[config.mk]
export PLATFORM = sky130hd
export DESIGN_NAME = uart_tx_flat
export DESIGN_NICKNAME = d
export VERILOG_FILES = /design/src/rtl/uart_tx_if.sv /design/src/rtl/uart_tx.sv /design/src/flat_wrapper.sv
export SDC_FILE = /design/constraint.sdc
export NUM_CORES = 1
export LEC_CHECK = 0
export ABC_AREA = 1
export ABC_CLOCK_PERIOD_IN_PS = 1800
export CORE_MARGIN = 8
export CORE_UTILIZATION = 30
export DETAILED_ROUTE_END_ITERATION = 8
export PLACE_DENSITY = 0.51
export SYNTH_ARGS = -nofsm -noshare
export SYNTH_HDL_FRONTEND = slang
export SYNTH_SLANG_ARGS = --single-unit
[constraint.sdc]
create_clock -name clk -period 1.8 [get_ports clk]
set_input_delay 0.36 -clock clk [delete_from_list [all_inputs] [get_ports clk]]
set_output_delay 0.36 -clock clk [all_outputs]
set_load 0.1 [all_outputs]
[src/rtl/uart_tx_if.sv]
// ---------------------------------------------------------------------------
// uart_tx_if
//   Handshake bundle between a word producer and the UART transmitter.
//   Ports / signals:
//     tx_valid  producer -> tx   request to send tx_data
//     tx_data   producer -> tx   word to send (DATA_BIT_COUNT bits)
//     tx_ready  tx -> producer   transmitter idle and able to accept
//     tx_done   tx -> producer   1-cycle pulse when the last stop bit ends
//   Modports: master = word producer, slave = transmitter.
// ---------------------------------------------------------------------------
interface uart_tx_if #(
    parameter int DATA_BIT_COUNT = 8
);
    logic                      tx_valid;
    logic [DATA_BIT_COUNT-1:0] tx_data;
    logic                      tx_ready;
    logic                      tx_done;

    modport master (
        output tx_valid,
        output tx_data,
        input  tx_ready,
        input  tx_done
    );

    modport slave (
        input  tx_valid,
        input  tx_data,
        output tx_ready,
        output tx_done
    );
endinterface

[src/rtl/uart_tx.sv]
// ---------------------------------------------------------------------------
// uart_tx
//   Serialises one parallel word per handshake into an asynchronous UART
//   frame: start bit (0), data LSB-first, optional parity, stop bit(s) (1).
//   The line idles high; one frame is in flight at a time.
//   Ports:
//     clk     input   sole clock, all logic on posedge
//     rst     input   asynchronous, active-high reset
//     bus     slave   tx_valid / tx_data / tx_ready / tx_done handshake
//     serial  output  registered UART line, idle 1
// ---------------------------------------------------------------------------
module uart_tx #(
    parameter int DATA_BIT_COUNT   = 8,
    parameter int PARITY_BIT_COUNT = 0,
    parameter bit PARITY_ODD       = 1'b0,
    parameter int STOP_BIT_COUNT   = 1,
    parameter int CLK_PER_BIT      = 8
) (
    input  logic     clk,
    input  logic     rst,
    uart_tx_if.slave bus,
    output logic     serial
);

    localparam int CLK_W = (CLK_PER_BIT > 1) ? $clog2(CLK_PER_BIT) : 1;
    localparam int BIT_W = $clog2(DATA_BIT_COUNT + 1);

    typedef enum logic [2:0] {
        IDLE   = 3'd0,
        START  = 3'd1,
        DATA   = 3'd2,
        PARITY = 3'd3,
        STOP   = 3'd4
    } state_t;

    state_t                    state, state_n;
    logic [CLK_W-1:0]          clock_count, clock_count_n;
    logic [BIT_W-1:0]          bit_count, bit_count_n;
    logic [DATA_BIT_COUNT-1:0] shift_reg, shift_reg_n;
    logic                      parity_bit, parity_bit_n;
    logic                      serial_n;
    logic                      done_q, done_n;
    logic                      bit_end;

    assign bit_end      = (clock_count == CLK_W'(CLK_PER_BIT - 1));
    assign bus.tx_ready = (state == IDLE);
    assign bus.tx_done  = done_q;

    always_ff @(posedge clk or posedge rst) begin
        if (rst) begin
            state       <= IDLE;
            clock_count <= '0;
            bit_count   <= '0;
            shift_reg   <= '0;
            parity_bit  <= 1'b0;
            serial      <= 1'b1;
            done_q      <= 1'b0;
        end else begin
            state       <= state_n;
            clock_count <= clock_count_n;
            bit_count   <= bit_count_n;
            shift_reg   <= shift_reg_n;
            parity_bit  <= parity_bit_n;
            serial      <= serial_n;
            done_q      <= done_n;
        end
    end

    // The value for the next bit period is registered onto serial on the
    // terminal-count edge of the current one, so the line has no comb path.
    // bit_count indexes data bits in DATA and stop bits in STOP.
    // The shift register moves right so shift_reg[0] is always the next bit.
    always_comb begin
        state_n       = state;
        clock_count_n = clock_count;
        bit_count_n   = bit_count;
        shift_reg_n   = shift_reg;
        parity_bit_n  = parity_bit;
        serial_n      = serial;
        done_n        = 1'b0;

        case (state)
            IDLE: begin
                serial_n      = 1'b1;
                clock_count_n = '0;
                bit_count_n   = '0;
                if (bus.tx_valid) begin
                    shift_reg_n  = bus.tx_data;
                    parity_bit_n = (^bus.tx_data) ^ PARITY_ODD;
                    serial_n     = 1'b0;
                    state_n      = START;
                end
            end

            START: begin
                if (bit_end) begin
                    clock_count_n = '0;
                    bit_count_n   = '0;
                    serial_n      = shift_reg[0];
                    shift_reg_n   = shift_reg >> 1;
                    state_n       = DATA;
                end else begin
                    clock_count_n = clock_count + CLK_W'(1);
                end
            end

            DATA: begin
                if (bit_end) begin
                    clock_count_n = '0;
                    if (bit_count == BIT_W'(DATA_BIT_COUNT - 1)) begin
                        bit_count_n = '0;
                        if (PARITY_BIT_COUNT == 1) begin
                            serial_n = parity_bit;
                            state_n  = PARITY;
                        end else begin
                            serial_n = 1'b1;
                            state_n  = STOP;
                        end
                    end else begin
                        bit_count_n = bit_count + BIT_W'(1);
                        serial_n    = shift_reg[0];
                        shift_reg_n = shift_reg >> 1;
                    end
                end else begin
                    clock_count_n = clock_count + CLK_W'(1);
                end
            end

            PARITY: begin
                if (bit_end) begin
                    clock_count_n = '0;
                    bit_count_n   = '0;
                    serial_n      = 1'b1;
                    state_n       = STOP;
                end else begin
                    clock_count_n = clock_count + CLK_W'(1);
                end
            end

            STOP: begin
                serial_n = 1'b1;
                if (bit_end) begin
                    clock_count_n = '0;
                    if (bit_count == BIT_W'(STOP_BIT_COUNT - 1)) begin
                        bit_count_n = '0;
                        done_n      = 1'b1;
                        state_n     = IDLE;
                    end else begin
                        bit_count_n = bit_count + BIT_W'(1);
                    end
                end else begin
                    clock_count_n = clock_count + CLK_W'(1);
                end
            end

            // Unused encodings recover to a quiet idle line.
            default: begin
                state_n       = IDLE;
                serial_n      = 1'b1;
                clock_count_n = '0;
                bit_count_n   = '0;
            end
        endcase
    end

endmodule
[src/flat_wrapper.sv]
// flat-port wrapper written by rule: the top's interface ports become plain ports
module uart_tx_flat 
#(
    parameter int DATA_BIT_COUNT   = 8,
    parameter int PARITY_BIT_COUNT = 0,
    parameter bit PARITY_ODD       = 1'b0,
    parameter int STOP_BIT_COUNT   = 1,
    parameter int CLK_PER_BIT      = 8
)
  (clk, rst, serial, bus_tx_valid, bus_tx_data, bus_tx_ready, bus_tx_done);
  uart_tx_if #(.DATA_BIT_COUNT(DATA_BIT_COUNT)) bus_i ();
  input  logic clk;
  input  logic rst;
  output logic serial;
  input wire logic [$bits(bus_i.tx_valid)-1:0] bus_tx_valid;
  input wire logic [$bits(bus_i.tx_data)-1:0] bus_tx_data;
  output wire logic [$bits(bus_i.tx_ready)-1:0] bus_tx_ready;
  output wire logic [$bits(bus_i.tx_done)-1:0] bus_tx_done;
  assign bus_i.tx_valid = bus_tx_valid;
  assign bus_i.tx_data = bus_tx_data;
  assign bus_tx_ready = bus_i.tx_ready;
  assign bus_tx_done = bus_i.tx_done;
  uart_tx #(.DATA_BIT_COUNT(DATA_BIT_COUNT), .PARITY_BIT_COUNT(PARITY_BIT_COUNT), .PARITY_ODD(PARITY_ODD), .STOP_BIT_COUNT(STOP_BIT_COUNT), .CLK_PER_BIT(CLK_PER_BIT)) u_core (.clk(clk), .rst(rst), .bus(bus_i), .serial(serial));
endmodule
==> results.sh <==
export IMPL_numCtsBuffers=3
export IMPL_crit_start="u_core.state[1]$_DFFE_PP0P_"
export IMPL_yosysTopAreaCellShare_pct=40.6
export IMPL_yosys_area_share_simple_pct=39.6
export IMPL_synth_fa_ha_area_share_pct=4.27
export IMPL_critPathTopFamily="flip-flops"
export IMPL_grt_start_max_net_pins=21
export IMPL_antennaDiodeCount=0
export IMPL_ys_ff_latch=20
export IMPL_rows=22
export IMPL_required_ns=1.44
export IMPL_worstSetupEndpointType="primary output"
export IMPL_synth_xor_area_share_pct=1.49
export IMPL_setup_tns_ns=0
export IMPL_yosysTopAreaCell="dfrtp_1"
export IMPL_fin_skew_ns=0.00854
export IMPL_grt_total_usage_pct=8.63
export IMPL_r2r_start="u_core.state[1]$_DFFE_PP0P_"
export IMPL_vias=994
export IMPL_initial_utilization_pct=31.5
export IMPL_path_buf_inv=2
export IMPL_post_cts_buffers=0
export IMPL_worst_setup_path_type="flop to primary output"
export IMPL_synth_cells=156
export IMPL_cts_tree="built"
export IMPL_yosys_cell_count_top_type="nand2_1"
export IMPL_ys_top_cells_by_count="nand2_1 (56), nand3_1 (23), dfrtp_1 (19)"
export IMPL_arrival_ns=1.29
export IMPL_postRouteAntennaNets=0
export IMPL_io_pins=14
export IMPL_synth_top_family_by_area="simple AND/OR/NAND/NOR gates"
export IMPL_async_flop_share_pct=100
export IMPL_vias_per_cell=4.48
export IMPL_start_kind="flop"
export IMPL_netlist_area_mm2=0.00117
export IMPL_final_core_util_pct=39.6
export IMPL_wl_per_cell_um=11.0
export IMPL_leakagePower_nw=0.773
export IMPL_fin_crit_sh_pct=91.9
export IMPL_ir_drop_v=0.000324
export IMPL_maxSlewViolCount=0
export IMPL_tightest_slew_ns=0.287
export IMPL_drtIter0Drc=61
export IMPL_clock_sinks=20
export IMPL_core_mm2=0.00372
export IMPL_clock_fmax_mhz=605
export IMPL_drt_wl_total_um=2450
export IMPL_path_cells="nor2_2 -> nand2_1 -> inv_1 -> buf_12"
export IMPL_path_clk_slew_ns=0.08
export IMPL_syn_avg_cell_area_um2=7.52
export IMPL_ctsHtreeMaxLevel=1
export IMPL_cts_hold_buffers_added=0
export IMPL_grt_first_pass_wirelength_um=4460
export IMPL_portBuffers=13
export IMPL_hold_viol=0
export IMPL_grt_pass1_vias=1016
export IMPL_ys_top_cells_by_area="dfrtp_1 (41%), nand2_1 (18%), nand3_1 (9.8%)"
export IMPL_cpPeakStageDelay_ns=0.48
export IMPL_die_w_um=78.5
export IMPL_root_buffer="clkbuf_8"
export IMPL_dp_final_hpwl_um=1860
export IMPL_crit_slowest_cell="dfrtp_1"
export IMPL_synth_edf_count=0
export IMPL_largest_reg_flops=8
export IMPL_die_h_um=78.5
export IMPL_slew_headroom_pct=80.8
export IMPL_synth_compound_area_share_pct=4.80
export IMPL_synth_mux_area_share_pct=0
export IMPL_crit_path_max_fanout=6
export IMPL_cts_max_path_buffers=2
export IMPL_drc=0
export IMPL_grt_ovfl_total=0
export IMPL_clk_latency_ns=0.26
export IMPL_drt_pass1_iterations=4
export IMPL_yosysSeqAreaShare_pct=42.8
export IMPL_rsz0062_at_grt="false"
export IMPL_synth_nets=171
export IMPL_ys_flop_type="dfrtp_1"
export IMPL_hp_class="input port to asynchronous set/reset pin"
export IMPL_setup_viol=0
export IMPL_yosys_warnings=0
export IMPL_gp_congestion=0.838
export IMPL_finalCriticalPeriod_ns=1.65
export IMPL_layout_nets=190
export IMPL_area_growth_pct=25.4
export IMPL_antenna_found_initial=0
export IMPL_synth_cell_types=18
export IMPL_drive_above_1_share_pct=12.6
export IMPL_cellPowerDensity_mw_per_mm2=638
export IMPL_die_area_mm2=0.00616
export IMPL_status="finished, final reports clean"
export IMPL_maxCapViolCount=0
[path summary, 6_finish.rpt]
path / endpoint / slack, ns / depth (start not counted)
min in group clk: u_core.clock_count[0]$_DFF_PP0_ / 0.44 / 1
setup / recovery: bus_tx_ready / 0.15 / 4
hold reg to reg: u_core.clock_count[0]$_DFF_PP0_ / 0.44 / 1
hold / removal: u_core.state[1]$_DFFE_PP0P_ / 0.43 / 3
max in group asynchronous: u_core.serial$_DFFE_PP1P_ / 1.10 / 3
setup reg to reg: u_core.shift_reg[6]$_DFFE_PP0P_ / 0.36 / 6
[cell type report]
class,count,area (µm²)
Tap cell,48,60.1
Inverter,19,71.3
Multi-Input combinational cell,116,591
Clock buffer,3,41.3
Fill cell,392,2250
Sequential cell,20,502
Timing Repair Buffer,15,175
Clock inverter,1,30.0
[cells in the final DEF (no fill, tap or decap), types with 2 or more instances in the layout]
| cell | netlist | layout |
|---|---|---|
| nand4_1 | 2 | 2 |
| nor2_2 | 1 | 2 |
| nor2_1 | 14 | 13 |
| dfrtp_1 | 19 | 19 |
| buf_4 | 0 | 2 |
| nand2_1 | 56 | 56 |
| inv_1 | 15 | 15 |
| nand3_1 | 23 | 23 |
| clkdlybuf4s50_1 | 0 | 10 |
| clkbuf_8 | 0 | 3 |
| inv_2 | 4 | 4 |
| ha_1 | 4 | 4 |
| nand3_4 | 2 | 2 |
| nand2_4 | 2 | 2 |
| buf_12 | 0 | 3 |
| o21ai_0 | 5 | 5 |
| a21oi_1 | 3 | 3 |
| xor2_1 | 2 | 2 |
[routing by layer]
| metal | track usage [%] | routed length [µm] | vias up |
|---|---|---|---|
| met4 | 5.00 | 49 | 0 |
| li1 | - | - | 527 |
| met3 | 1.59 | 69 | 4 |
| met5 | 0 | 0 | - |
| met1 | 11.1 | 1230 | 454 |
| met2 | 13.2 | 1100 | 9 |
[cells by family after synthesis]
family	Yosys count
AND/OR/NAND/NOR	101
buffers and inverters	20
flip-flops	20
AO/OA/AOI/OAI	9
adder cells (fa/ha/maj)	4
XOR/XNOR	2
[report_power, final]
group	total (W)	internal, W	switching, W	leakage [nW]
registers	0.000449	0.000449	0	0.256
logic	0.0000340	0.0000207	0.0000133	0.481
clock network	0.000455	0.000297	0.000158	0.0357
total	0.000938	0.000767	0.000171	0.773
[timing repair]
| action | 4_1_cts | 5_1_grt |
|---|---|---|
| endpoints found under the hold margin | 0 | 0 |
| resized for setup | 0 | 1 |
| setup endpoints to repair | 0 | 1 |
[per-stage QoR]
stage	hold WS, ns	total power [W]	worst slack [ns]	area, µm²	std cells
after floorplan	0.323	0.000465	0.156	1170	156
after global placement	0.427	0.000492	0.199	1400	218
after detailed placement	0.427	0.000492	0.169	1400	218
after CTS	0.438	0.000946	0.0964	1470	222
after global routing	0.446	0.000971	0.0414	1470	222
final	0.431	0.000938	0.146	1470	222
[worst register-to-register path, cell delays in order, from the launching register on]
cell     delay, ns
dfrtp_1       0.51
inv_2         0.08
nand3_2       0.20
nand2_4       0.16
a21oi_4       0.25
nand3_1       0.11
nand2_1       0.08
Note: power is estimated with default switching activity, not from simulation.
